**config.mk**
```make
export PLATFORM = sky130hd
export DESIGN_NAME = trapez_flattop_ctrl
export DESIGN_NICKNAME = d
export VERILOG_FILES = /design/src/rtl/trapez_flattop_ctrl.sv
export SDC_FILE = /design/constraint.sdc
export NUM_CORES = 1
export LEC_CHECK = 0
export BUFFER_PORTS_ARGS = -buffer_cell sky130_fd_sc_hd__buf_2
export CAP_MARGIN = 20
export CORE_UTILIZATION = 50
export CTS_CLUSTER_SIZE = 10
export DETAILED_ROUTE_END_ITERATION = 7
export PLACE_DENSITY_LB_ADDON = 0.15
export SKIP_CTS_REPAIR_TIMING = 1
export SLEW_MARGIN = 25
export SYNTH_ARGS = -nofsm -noshare
export SYNTH_HDL_FRONTEND = slang
export SYNTH_SLANG_ARGS = --single-unit
```
**constraint.sdc**
```tcl
create_clock -name clk -period 14.9 [get_ports clk]
set_input_delay 1.49 -clock clk [delete_from_list [all_inputs] [get_ports clk]]
set_output_delay 1.49 -clock clk [all_outputs]
set_load 0.01 [all_outputs]
```
**src/rtl/trapez_flattop_ctrl.sv**
```systemverilog
// rtl/trapez_flattop_ctrl.sv - flat-top averaging controller for a trapezoidal shaper window
module trapez_flattop_ctrl #(
    parameter int DATA_W   = 16,
    parameter int CNT_W    = 16,
    parameter int PIPE_LAT = 8
) (
    input  logic                     clk,
    input  logic                     reset_mult,
    input  logic [CNT_W-1:0]         k_trapez,
    input  logic [CNT_W-1:0]         l_trapez,
    input  logic [CNT_W-1:0]         flat_skip,
    input  logic [CNT_W-1:0]         flat_len,
    input  logic [4:0]               avg_shift,
    input  logic signed [DATA_W-1:0] shaper_data,
    output logic signed [DATA_W-1:0] energy,
    output logic                     energy_valid,
    input  logic                     energy_ready,
    output logic                     busy,
    output logic                     cfg_err,
    output logic                     sat
);
    localparam int NW = CNT_W + 2;
    localparam int AW = DATA_W + CNT_W;
    localparam logic signed [AW-1:0] E_MAX = {{(CNT_W+1){1'b0}}, {(DATA_W-1){1'b1}}};
    localparam logic signed [AW-1:0] E_MIN = {{(CNT_W+1){1'b1}}, {(DATA_W-1){1'b0}}};

    typedef enum logic [2:0] {DELAY, SKIP, ACCUM, HOLD, DONE} state_t;

    state_t                    state_q, state_d;
    logic [NW-1:0]             n_q, n_d;
    logic [CNT_W-1:0]          k_q, k_d, skip_q, skip_d, len_q, len_d;
    logic [4:0]                shift_q, shift_d;
    logic signed [AW-1:0]      acc_q, acc_d;
    logic signed [DATA_W-1:0]  energy_q, energy_d;
    logic                      energy_valid_q, energy_valid_d;
    logic                      busy_q, busy_d;
    logic                      cfg_err_q, cfg_err_d;
    logic                      sat_q, sat_d;

    logic                      first;
    logic [CNT_W-1:0]          k_e, skip_e, len_e;
    logic [4:0]                shift_e;
    logic [NW-1:0]             n_cur, t_delay, t_skip, t_acc;
    logic                      cfg_bad;
    logic signed [AW-1:0]      sample_ext, acc_sum, shifted;

    always_comb begin
        // Config is sampled on the first edge of the window, so that edge uses the live ports.
        first    = (state_q == DELAY) && (n_q == '0);
        k_e      = first ? k_trapez  : k_q;
        skip_e   = first ? flat_skip : skip_q;
        len_e    = first ? flat_len  : len_q;
        shift_e  = first ? avg_shift : shift_q;
        n_cur    = n_q + NW'(1);
        t_delay  = NW'(PIPE_LAT) + NW'(k_e);
        t_skip   = t_delay + NW'(skip_e);
        t_acc    = t_skip + NW'(len_e);
        cfg_bad  = (l_trapez <= k_trapez) || (flat_len == '0) ||
                   ((NW'(flat_skip) + NW'(flat_len)) > NW'(l_trapez - k_trapez));
        sample_ext = {{CNT_W{shaper_data[DATA_W-1]}}, shaper_data};
        acc_sum    = acc_q + sample_ext;
        shifted    = acc_sum >>> shift_e;

        state_d        = state_q;
        n_d            = n_q;
        k_d            = k_q;
        skip_d         = skip_q;
        len_d          = len_q;
        shift_d        = shift_q;
        acc_d          = acc_q;
        energy_d       = energy_q;
        energy_valid_d = energy_valid_q;
        busy_d         = busy_q;
        cfg_err_d      = cfg_err_q;
        sat_d          = sat_q;

        case (state_q)
            DELAY, SKIP, ACCUM: begin
                n_d = n_cur;
                if (first) begin
                    k_d     = k_trapez;
                    skip_d  = flat_skip;
                    len_d   = flat_len;
                    shift_d = avg_shift;
                end
                if (first && cfg_bad) begin
                    state_d   = DONE;
                    cfg_err_d = 1'b1;
                    busy_d    = 1'b0;
                end else if (n_cur > t_skip) begin
                    acc_d  = acc_sum;
                    busy_d = 1'b1;
                    if (n_cur == t_acc) begin
                        state_d        = HOLD;
                        busy_d         = 1'b0;
                        energy_valid_d = 1'b1;
                        if (shifted > E_MAX) begin
                            energy_d = {1'b0, {(DATA_W-1){1'b1}}};
                            sat_d    = 1'b1;
                        end else if (shifted < E_MIN) begin
                            energy_d = {1'b1, {(DATA_W-1){1'b0}}};
                            sat_d    = 1'b1;
                        end else begin
                            energy_d = shifted[DATA_W-1:0];
                        end
                    end else begin
                        state_d = ACCUM;
                    end
                end else begin
                    busy_d = 1'b1;
                    if (n_cur + NW'(1) <= t_delay)
                        state_d = DELAY;
                    else if (n_cur + NW'(1) <= t_skip)
                        state_d = SKIP;
                    else
                        state_d = ACCUM;
                end
            end
            HOLD: begin
                if (energy_ready) begin
                    energy_valid_d = 1'b0;
                    state_d        = DONE;
                end
            end
            default: ;
        endcase
    end

    always_ff @(posedge clk or negedge reset_mult) begin
        if (!reset_mult) begin
            state_q        <= DELAY;
            n_q            <= '0;
            k_q            <= '0;
            skip_q         <= '0;
            len_q          <= '0;
            shift_q        <= '0;
            acc_q          <= '0;
            energy_q       <= '0;
            energy_valid_q <= 1'b0;
            busy_q         <= 1'b0;
            cfg_err_q      <= 1'b0;
            sat_q          <= 1'b0;
        end else begin
            state_q        <= state_d;
            n_q            <= n_d;
            k_q            <= k_d;
            skip_q         <= skip_d;
            len_q          <= len_d;
            shift_q        <= shift_d;
            acc_q          <= acc_d;
            energy_q       <= energy_d;
            energy_valid_q <= energy_valid_d;
            busy_q         <= busy_d;
            cfg_err_q      <= cfg_err_d;
            sat_q          <= sat_d;
        end
    end

    assign energy       = energy_q;
    assign energy_valid = energy_valid_q;
    assign busy         = busy_q;
    assign cfg_err      = cfg_err_q;
    assign sat          = sat_q;
endmodule

```
==> impl_results.md, run 1 <==
* Outcome: finished clean
* Crit end category: flop
* F_max at 118 MHz
* Root Buffer: clkbuf_16
* P_sw at 2.23 mW
* Final Critical Period at 8.45 ns
* Clock network power share at 0.098
* Maximum fanout along the worst path at 74
* Final WL at 49,400 um
* Worst setup SP type: flop
* Mean Syn Cell Area at 7.87 um2
* R2r startpoint: n_q[0]
* Static leakage at 8.17 nW
* Vias in the first global route at 14,600
* Final worst slack at 6.45 ns
* RSZ-0062 raised after global routing: no
* Pwr Density at 248 nW/um2
* Avg WL per Cell at 20.2 um
* Final setup skew at 0.0108 ns
* Post-synth EDFFs at 0
* Port Buffers at 107
* Worst hold path startpoint: cfg_err
* Max_cap viols at 0
* Flop pwr share at 0.112
* Initial antenna violation count at 2
* DRT antenna net count at 0
* CTS tree: done
* DRC viols at 0
* Share of layout cells above drive strength 1 at 0.125
* Deepest clock path buffer count at 2
* Slowest cell on crit path: nor4b_4
* Synth-to-Final Area Change at 8.95%
* Ys async rst share at 1.00
* Global route overflow at 0
* Sequential-to-total area share from yosys stat at 0.203
* CTS buffer count at 17
* Nets at 2,306
* Via count at 15,300
* Register Area at 3150 um2
* Setup TNS at 0 ns
* Layout Cells excl Fill at 2,449
* Critical path class: flop to flop
* Maximum number of pins on one net before global-route repair at 76
* Worst EP arrival at 8.77 ns
* Final Setup Violations at 0
* I/O Pins at 108
* Post-synth cell types at 112
* Cell mode on critical path: ha_1
* Clk Latency, worst-skew pair at 0.45 ns
* Initial Utilization at 0.509
* Top cells by area, synth: dfrtp_1 (20%), ha_1 (14%), nand2_1 (7.2%), xnor2_1 (5.6%), a21oi_1 (4.2%)
* Power consumption at 4.21 mW
* CP top delay family: simple AND/OR/NAND/NOR gates
* Row count at 64
* Mapped Nets at 2,245
* Synthesis warning total at 0
* HP Class: flop to flop
* WP buf/inv at 3
* Final Max Tran Viols at 0
* Fill cells at 2,965
* Post-Place Cells at 2,415
* Worst slew pin tran at 0.908 ns
* Worst setup slack after placement at 6.25 ns
* Crit path from: n_q[0]
* CTS H-tree lvls at 4
* Sink Count at 126
* Yosys top cell by area: dfrtp_1
* Die H at 178 um
* Synth Cell Area at 15,600 um2
* Routability-driven placement congestion ratio at 0.946
* Gate power share at 0.790
* Synth Register Bits at 126
* Max incr delay on CP at 0.69 ns
* Global Route Usage Sum at 0.318
* Fin crit share at 0.567
* Internal power at 1.98 mW
* Top cell type's share of synthesized area at 0.203
* DR pass1 iterations at 6
* Top_reg_cell synth: dfrtp_1
* HPWL after DPL at 39,100 um
* Switching share of power at 0.529
* Worst IR Drop VDD at 0.461 mV
* Syn Inst Count at 1,977
* Final Hold Viols at 0
* Core area at 30,600 um2
* Via density at 6.23
* Die Span X at 178 um
* Clk pin slew, worst setup/hold paths at 0.06 ns
* Req. time, crit path at 15.22 ns
* Multi-input gate area at 11,700 um2
* Die area at 31,800 um2
* Slew headroom at 0.394
* First-pass GRT wire length at 78,200 um
* DRT iter0 DRCs at 1,280
-- final timing paths --
check / slack (ns) / endpoint / depth (start not counted)
min in group asynchronous: 1.07 / acc_q[29] / 1
worst max register to register: 6.45 / energy[9] / 30
worst min register to register: 0.47 / cfg_err / 1
worst max-delay path: 6.45 / energy[9] / 30
max in group asynchronous: 12.67 / skip_q[0] / 2
worst min-delay path: 0.47 / cfg_err / 1
-- registers in the layout, indices dropped and copies added, names as in the netlist --
| name | cells |
|---|---|
| busy | 1 |
| n_q | 18 |
| k_q | 16 |
| energy_valid | 1 |
| state_q | 3 |
| sat | 1 |
| len_q | 16 |
| energy | 16 |
| skip_q | 16 |
| shift_q | 5 |
| acc_q | 32 |
| cfg_err | 1 |
-- stage by stage --
step / hold slack [ns] / utilization / area, um2
after floorplan: 0.439 / - / 15600
after global placement: 0.451 / 0.535 / 16400
after detailed placement: 0.456 / 0.535 / 16400
after CTS: 0.471 / 0.554 / 16900
after global routing: 0.481 / 0.554 / 17000
final: 0.465 / 0.554 / 17000
-- cells in the final DEF, fill, tap and decap left out, drive strengths merged, types with 16 or more instances in the layout --
| cell | synthesis | layout |
|---|---|---|
| nand2 | 300 | 300 |
| ha | 175 | 175 |
| a21oi | 131 | 131 |
| dfrtp | 126 | 126 |
| buf | 37 | 121 |
| o21ai | 120 | 120 |
| nor2 | 116 | 116 |
| inv | 112 | 113 |
| xnor2 | 102 | 102 |
| nand3 | 71 | 71 |
| nor3 | 62 | 62 |
| a21o | 48 | 48 |
| a211oi | 43 | 43 |
| xor2 | 40 | 40 |
| nand4 | 37 | 37 |
| mux2 | 29 | 29 |
| mux2i | 29 | 29 |
| o211ai | 25 | 25 |
| o21a | 24 | 24 |
| nor4 | 22 | 22 |
| clkbuf | 42 | 22 |
| or3 | 18 | 18 |
| o31ai | 18 | 18 |
| and2 | 16 | 16 |
-- cell families (layout without fill, tap and decap cells) --
| family | after synthesis | count (layout) | synth area share |
|---|---|---|---|
| simple gates | 727 | 727 | 0.232 |
| compound gates | 549 | 549 | 0.241 |
| buf+inv | 191 | 264 | 0.0505 |
| fa+ha+maj | 180 | 180 | 0.147 |
| xor+xnor | 144 | 144 | 0.0837 |
| flops | 126 | 126 | 0.203 |
| mux | 60 | 60 | 0.0430 |
| other cells | 0 | 3 | 0 |
-- power groups by stage --
stage / Clock [mW] / Sequential, mW / Combinational (mW)
2_1_floorplan: 0 / 0.458 / 2.50
3_3_place_gp: 0 / 0.475 / 3.21
3_5_place_dp: 0 / 0.477 / 3.25
4_1_cts: 0.417 / 0.472 / 3.27
5_1_grt: 0.432 / 0.482 / 3.69
6_report: 0.412 / 0.472 / 3.32
-- cell type report --
class,count,area share
clock inverter,9,0.00494
tap,396,0.0292
timing repair buffer,121,0.0381
sequential,126,0.186
multi-input combinational,1660,0.688
antenna,3,0.000443
clock buffer,22,0.0286
inverter,112,0.0248
-- routing by layer --
metal	wire, um	global-route usage	vias up
met5	0	0	-
met4	2230	0.169	0
met3	2430	0.0386	125
met2	23900	0.542	559
met1	20900	0.389	7187
li1	-	-	7394
-- synthesized netlist by cell type (all sizes together) (12+ instances only) --
cell type and number:
a21oi 131, buf 37, xnor2 102, and2 16, nand3 71, ha 175, dfrtp 126, xor2 40
nand2 300, a211oi 43, nand2b 14, nor3 62, nand4 37, o211ai 25, nor2 116, o21bai 12
mux2 29, nor4 22, inv 112, o21ai 120, o22ai 15, o21a 24, or3 18, mux2i 29
a21o 48, o31ai 18, clkbuf 42, and4 14
Power figures use the tool's default switching activity.
==> inputs of run 2 (changes only) <==
==> constraint.sdc (replaced) <==
create_clock -name clk -period 7 [get_ports clk]
set_input_delay 0.7 -clock clk [delete_from_list [all_inputs] [get_ports clk]]
set_output_delay 0.7 -clock clk [all_outputs]
set_load 0.01 [all_outputs]
==> run 2 against run 1 <==
Against the previous run: register-to-register slack worse by 6.0 ns; cell area up 4.0%; die area unchanged; global-route usage up 0.76 points; combinational power up 120%; flip-flop and latch count unchanged; power up 120%; core utilization up 2.2 points; sequential share of layout area down 0.71 points; clock power up 140%; critical path depth up 1; critical endpoint is now energy[4].
==> impl_results.md, run 2 (synthesis gave the netlist of run 1 again) <==
* Max incr delay on CP at 0.57 ns (was 0.69 ns)
* Slowest cell on crit path: or4_4 (was nor4b_4)
* Reg-to-Reg End: energy[4] (was energy[9])
* Deepest clock path buffer count at 2 (unchanged)
* HPWL after DPL at 40,100 um (was 39,100 um)
* Clock network power share at 0.106 (was 0.098)
* Outcome: finished clean (unchanged)
* Power consumption at 9.33 mW (was 4.21 mW)
* Initial antenna violation count at 1 (was 2)
* Req. time, crit path at 7.36 ns (was 15.22 ns)
* Final Critical Period at 6.59 ns (was 8.45 ns)
* Max reg flops at 32 (unchanged)
* Final setup skew at 0.0127 ns (was 0.0108 ns)
* Crit end category: flop (unchanged)
* Port Buffers at 107 (unchanged)
* Sink Count at 126 (unchanged)
* Maximum number of pins on one net before global-route repair at 68 (was 76)
* Worst setup SP type: flop (unchanged)
* Die area at 31,800 um2 (unchanged)
* Layout Cells excl Fill at 2,493 (was 2,449)
* Post-Place Cells at 2,453 (was 2,415)
* Die H at 178 um (unchanged)
* Row count at 64 (unchanged)
* Nets at 2,352 (was 2,306)
* Commonest cells after routing, fill and taps aside: nand2_1 (296), ha_1 (172), dfrtp_1 (126) (was nand2_1 (297), ha_1 (175), a21oi_1 (129))
* Root Buffer: clkbuf_16 (unchanged)
* Register Area at 3150 um2 (unchanged)
* Vias in the first global route at 15,000 (was 14,600)
* Initial Utilization at 0.509 (unchanged)
* Final Max Tran Viols at 0 (unchanged)
* Via density at 6.17 (was 6.23)
* Worst EP arrival at 6.95 ns (was 8.77 ns)
* Flop pwr share at 0.106 (was 0.112)
* P_sw at 4.85 mW (was 2.23 mW)
* Biggest regs: acc_q x32, n_q x18 (unchanged)
* Via count at 15,400 (was 15,300)
* Register with the most flip-flops: acc_q (unchanged)
* Core area at 30,600 um2 (unchanged)
* Setup TNS at 0 ns (unchanged)
* Clk pin slew, worst setup/hold paths at 0.06 ns (about the same)
* Antenna fix cells at 0 (was 3)
* I/O Pins at 108 (unchanged)
* Avg WL per Cell at 20.3 um (was 20.2 um)
* Cells on worst reg2reg path at 31 (was 30)
* Die Span X at 178 um (unchanged)
* CTS H-tree lvls at 4 (unchanged)
* Gate power share at 0.789 (was 0.790)
* First-pass GRT wire length at 80,300 um (was 78,200 um)
* Static leakage at 8.53 nW (was 8.17 nW)
* Fill cells at 2,885 (was 2,965)
* Worst slew pin tran at 0.822 ns (was 0.908 ns)
* Final Hold Viols at 0 (unchanged)
* Max_cap viols at 0 (unchanged)
* Global route overflow at 0 (unchanged)
* Fin crit share at 0.941 (was 0.567)
* Clk Latency, worst-skew pair at 0.44 ns (was 0.45 ns)
* DR pass1 iterations at 8 (was 6)
* Final WL at 50,700 um (was 49,400 um)
* Placed Area at 16,700 um2 (was 16,400 um2)
* Multi-input gate area at 11,900 um2 (was 11,700 um2)
* Routability-driven placement congestion ratio at 0.968 (was 0.946)
* Final instance area at 17,600 um2 (was 17,000 um2)
* DRT antenna net count at 0 (unchanged)
* DRC viols at 0 (unchanged)
* Critical path class: flop to flop (unchanged)
* CTS tree: done (unchanged)
* Internal power at 4.48 mW (was 1.98 mW)
* Global Route Usage Sum at 0.325 (was 0.318)
* Switching share of power at 0.520 (was 0.529)
* R2r startpoint: n_q[1] (was n_q[0])
* Final Setup Violations at 0 (unchanged)
* DRT iter0 DRCs at 1,447 (was 1,280)
* Worst IR Drop VDD at 0.938 mV (was 0.461 mV)
* Crit path from: n_q[1] (was n_q[0])
* Worst hold margin at 0.257 ns (was 0.465 ns)
* Pwr Density at 529 nW/um2 (was 248 nW/um2)
* Maximum fanout along the worst path at 12 (was 74)
* Synth-to-Final Area Change at 13.3% (was 8.95%)
* Share of layout cells above drive strength 1 at 0.161 (was 0.125)
* F_max at 152 MHz (was 118 MHz)
* HP Class: input pin to asynchronous set/reset pin (was flop to flop)
* Flop2flop setup slack at 0.41 ns (was 6.45 ns)
* Most common cell after layout, fill and taps aside: nand2_1 (unchanged)
* Slew headroom at 0.448 (was 0.394)
* CTS buffer count at 17 (unchanged)
-- run 2: power groups by stage --
stage	logic [mW]	registers, mW	clock network (mW)
final	7.36	0.985	0.988
after global routing	8.16	1.01	1.03
after floorplan	5.35	0.975	0
after detailed placement	7.05	0.995	0
after global placement	6.95	0.990	0
after CTS	7.10	0.983	1.00
-- run 2: area by class of cell --
cell class / instances / area share
clock buffer: 17 / 0.0241
clock inverter: 15 / 0.0120
inverter: 112 / 0.0240
multi-input combinational: 1660 / 0.673
sequential: 126 / 0.179
tap: 396 / 0.0281
timing repair buffer: 167 / 0.0601
-- run 2: worst max-delay path: cells and delay by family (launching register included) --
| kind | cells | cell delay, ns |
|---|---|---|
| XOR/XNOR | 3 | 0.67 |
| flip-flops | 1 | 0.38 |
| AND/OR/NAND/NOR | 9 | 2.23 |
| adder cells (fa/ha/maj) | 4 | 1.06 |
| AO/OA/AOI/OAI | 12 | 1.75 |
| buffers and inverters | 3 | 0.39 |
-- run 2: layer usage --
layer	global-route usage	wire [um]	share of wire	vias to the layer above
li1	-	-	-	7470
met1	0.404	21400	0.42	7256
met2	0.570	25000	0.49	549
met3	0.0392	2390	0.047	114
met4	0.126	1890	0.037	2
met5	0	13	0.00026	-
-- run 2: stage by stage --
stage	util	worst slack [ns]
after detailed placement	0.546	0.0840
after CTS	0.567	0.0104
after global placement	0.546	0.218
after global routing	0.576	-0.0898
after floorplan	-	0.0122
final	0.576	0.413
-- run 2: worst max-delay path by stage --
stage          cells after the start          to
4_1_cts                           30   energy[0]
6_report                          31   energy[4]
3_3_place_gp                      28  energy[13]
2_1_floorplan                     41   energy[0]
5_1_grt                           34  energy[10]
3_5_place_dp                      30  energy[10]
==> inputs of run 3 (changes only) <==
--- a/config.mk
+++ b/config.mk
@@ -8,6 +8,7 @@
 export BUFFER_PORTS_ARGS = -buffer_cell sky130_fd_sc_hd__buf_2
 export CAP_MARGIN = 20
 export CORE_UTILIZATION = 50
+export CTS_BUF_LIST = sky130_fd_sc_hd__clkbuf_8
 export CTS_CLUSTER_SIZE = 10
 export DETAILED_ROUTE_END_ITERATION = 7
 export PLACE_DENSITY_LB_ADDON = 0.15
==> run 3 against run 2 <==
Against the previous run: combinational power down 0.5%; cell area down 1.0%; sequential share of layout area up 0.18 points; via count up 0.11%; power down 3.0%; critical path type unchanged.
==> impl_results.md, run 3 (synthesis gave the netlist of run 1 again) <==
* Worst setup SP type: flop (unchanged)
* Maximum fanout along the worst path at 16 (was 12)
* GRT busiest layer: met2 (unchanged)
* DR pass1 iterations at 6 (was 8)
* Fill cells at 2,912 (was 2,885)
* Avg WL per Cell at 20.3 um (about the same)
* CTS buffer count at 17 (unchanged)
* Root Buffer: clkbuf_8 (was clkbuf_16)
* Die H at 178 um (unchanged)
* Critical path class: flop to flop (unchanged)
* Biggest regs: acc_q x32, n_q x18 (unchanged)
* Global route overflow at 0 (unchanged)
* First-pass GRT wire length at 80,000 um (was 80,300 um)
* Max incr delay on CP at 0.57 ns (about the same)
* Pwr Density at 519 nW/um2 (was 529 nW/um2)
* Max reg flops at 32 (unchanged)
* Synth-to-Final Area Change at 12.1% (was 13.3%)
* Final WL at 50,600 um (was 50,700 um)
* Final setup skew at 0.0166 ns (was 0.0127 ns)
* Via density at 6.17 (about the same)
* Fin crit share at 0.949 (was 0.941)
* Port Buffers at 107 (unchanged)
* I/O Pins at 108 (unchanged)
* Sink Count at 126 (unchanged)
* Req. time, crit path at 7.42 ns (was 7.36 ns)
* GR Util met2 at 0.570 (about the same)
* Core area at 30,600 um2 (unchanged)
* F_max at 151 MHz (was 152 MHz)
* Max_cap viols at 0 (unchanged)
* Layout Cells excl Fill at 2,496 (was 2,493)
* CTS tree: done (unchanged)
* Global Route Usage Sum at 0.324 (was 0.325)
* DRT antenna net count at 0 (unchanged)
* HPWL after DPL at 40,100 um (unchanged)
* Antenna fix cells at 0 (unchanged)
* DRC viols at 0 (unchanged)
* Slew headroom at 0.462 (was 0.448)
* Clk pin slew, worst setup/hold paths at 0.09 ns (was 0.06 ns)
* Final Max Tran Viols at 0 (unchanged)
* Most common cell after layout, fill and taps aside: nand2_1 (unchanged)
* Worst EP arrival at 7.06 ns (was 6.95 ns)
* Final Critical Period at 6.64 ns (was 6.59 ns)
* CTS H-tree lvls at 4 (unchanged)
* Met1 Use GR at 0.402 (was 0.404)
* Nets at 2,355 (was 2,352)
* Initial antenna violation count at 1 (unchanged)
* Clk Latency, worst-skew pair at 0.50 ns (was 0.44 ns)
* Static leakage at 8.45 nW (was 8.53 nW)
* Final Hold Viols at 0 (unchanged)
* Die Span X at 178 um (unchanged)
* Outcome: finished clean (unchanged)
* Initial Utilization at 0.509 (unchanged)
* Met3 Use GR at 0.0394 (was 0.0392)
* Die area at 31,800 um2 (unchanged)
* Via count at 15,400 (about the same)
* Slowest cell on crit path: or4_4 (unchanged)
* Vias in the first global route at 15,000 (about the same)
* Worst slew pin tran at 0.808 ns (was 0.822 ns)
* Crit end category: flop (unchanged)
* Final Setup Violations at 0 (unchanged)
* Worst hold margin at 0.200 ns (was 0.257 ns)
* Core Util, Final at 0.571 (was 0.576)
* HP Class: input pin to asynchronous set/reset pin (unchanged)
* Worst IR Drop VDD at 0.936 mV (was 0.938 mV)
* Maximum number of pins on one net before global-route repair at 68 (unchanged)
* Register with the most flip-flops: acc_q (unchanged)
* Routability-driven placement congestion ratio at 0.968 (unchanged)
* DRT iter0 DRCs at 1,359 (was 1,447)
* Deepest clock path buffer count at 2 (unchanged)
* Post-Place Cells at 2,453 (unchanged)
* Commonest cells after routing, fill and taps aside: nand2_1 (296), ha_1 (173), dfrtp_1 (126) (was nand2_1 (296), ha_1 (172), dfrtp_1 (126))
* Row count at 64 (unchanged)
* Share of layout cells above drive strength 1 at 0.161 (about the same)
run 3: per-layer routing:
metal / vias to the layer above / wire [um]
li1: 7479 / -
met1: 7289 / 21500
met2: 515 / 24800
met3: 123 / 2320
met4: 2 / 1980
met5: - / 13
run 3: worst paths after layout:
kind / end / slack (ns) / cells past startpoint / startpoint
max: energy[4] / 0.36 / 31 / n_q[8]
min: acc_q[13] / 0.20 / 1 / reset_mult
max reg2reg: energy[4] / 0.36 / 31 / n_q[8]
min reg2reg: skip_q[15] / 0.47 / 2 / skip_q[15]
max in group asynchronous: acc_q[9] / 5.53 / 2 / reset_mult
min in group clk: skip_q[0] / 0.46 / 3 / flat_skip[0]
run 3: stage by stage:
stage	setup WS, ns	cell area, um2	power, mW	TNS, ns
after floorplan	0.0122	15600	6.32	0
after global placement	0.218	16700	7.94	0
after detailed placement	0.0840	16700	8.04	0
after CTS	0.0358	17200	8.84	0
after global routing	-0.0512	17500	9.92	-0.390
final	0.359	17500	9.06	0
run 3: final cells by class:
| cell class | count | area, um2 | share of cell area |
|---|---|---|---|
| multi-input cells | 1661 | 11900 | 0.680 |
| flip-flops and latches | 126 | 3150 | 0.181 |
| repair buffers | 169 | 1070 | 0.0611 |
| well taps | 396 | 495 | 0.0284 |
| inverters | 112 | 420 | 0.0241 |
| clock buffers | 17 | 234 | 0.0134 |
| clock inverters | 15 | 211 | 0.0121 |
run 3: worst max-delay path, delay by kind of cell, from the launching register on:
family                   cells  cell delay, ns
AO/OA/AOI/OAI               12            1.91
buffers and inverters        4            0.66
AND/OR/NAND/NOR             12            2.81
adder cells (fa/ha/maj)      2            0.62
XOR/XNOR                     1            0.15
flip-flops                   1            0.40
run 3: power breakdown:
group	internal, mW	switching (mW)
Clock	0.394	0.357
Sequential	0.902	0.0800
Combinational	2.96	4.36
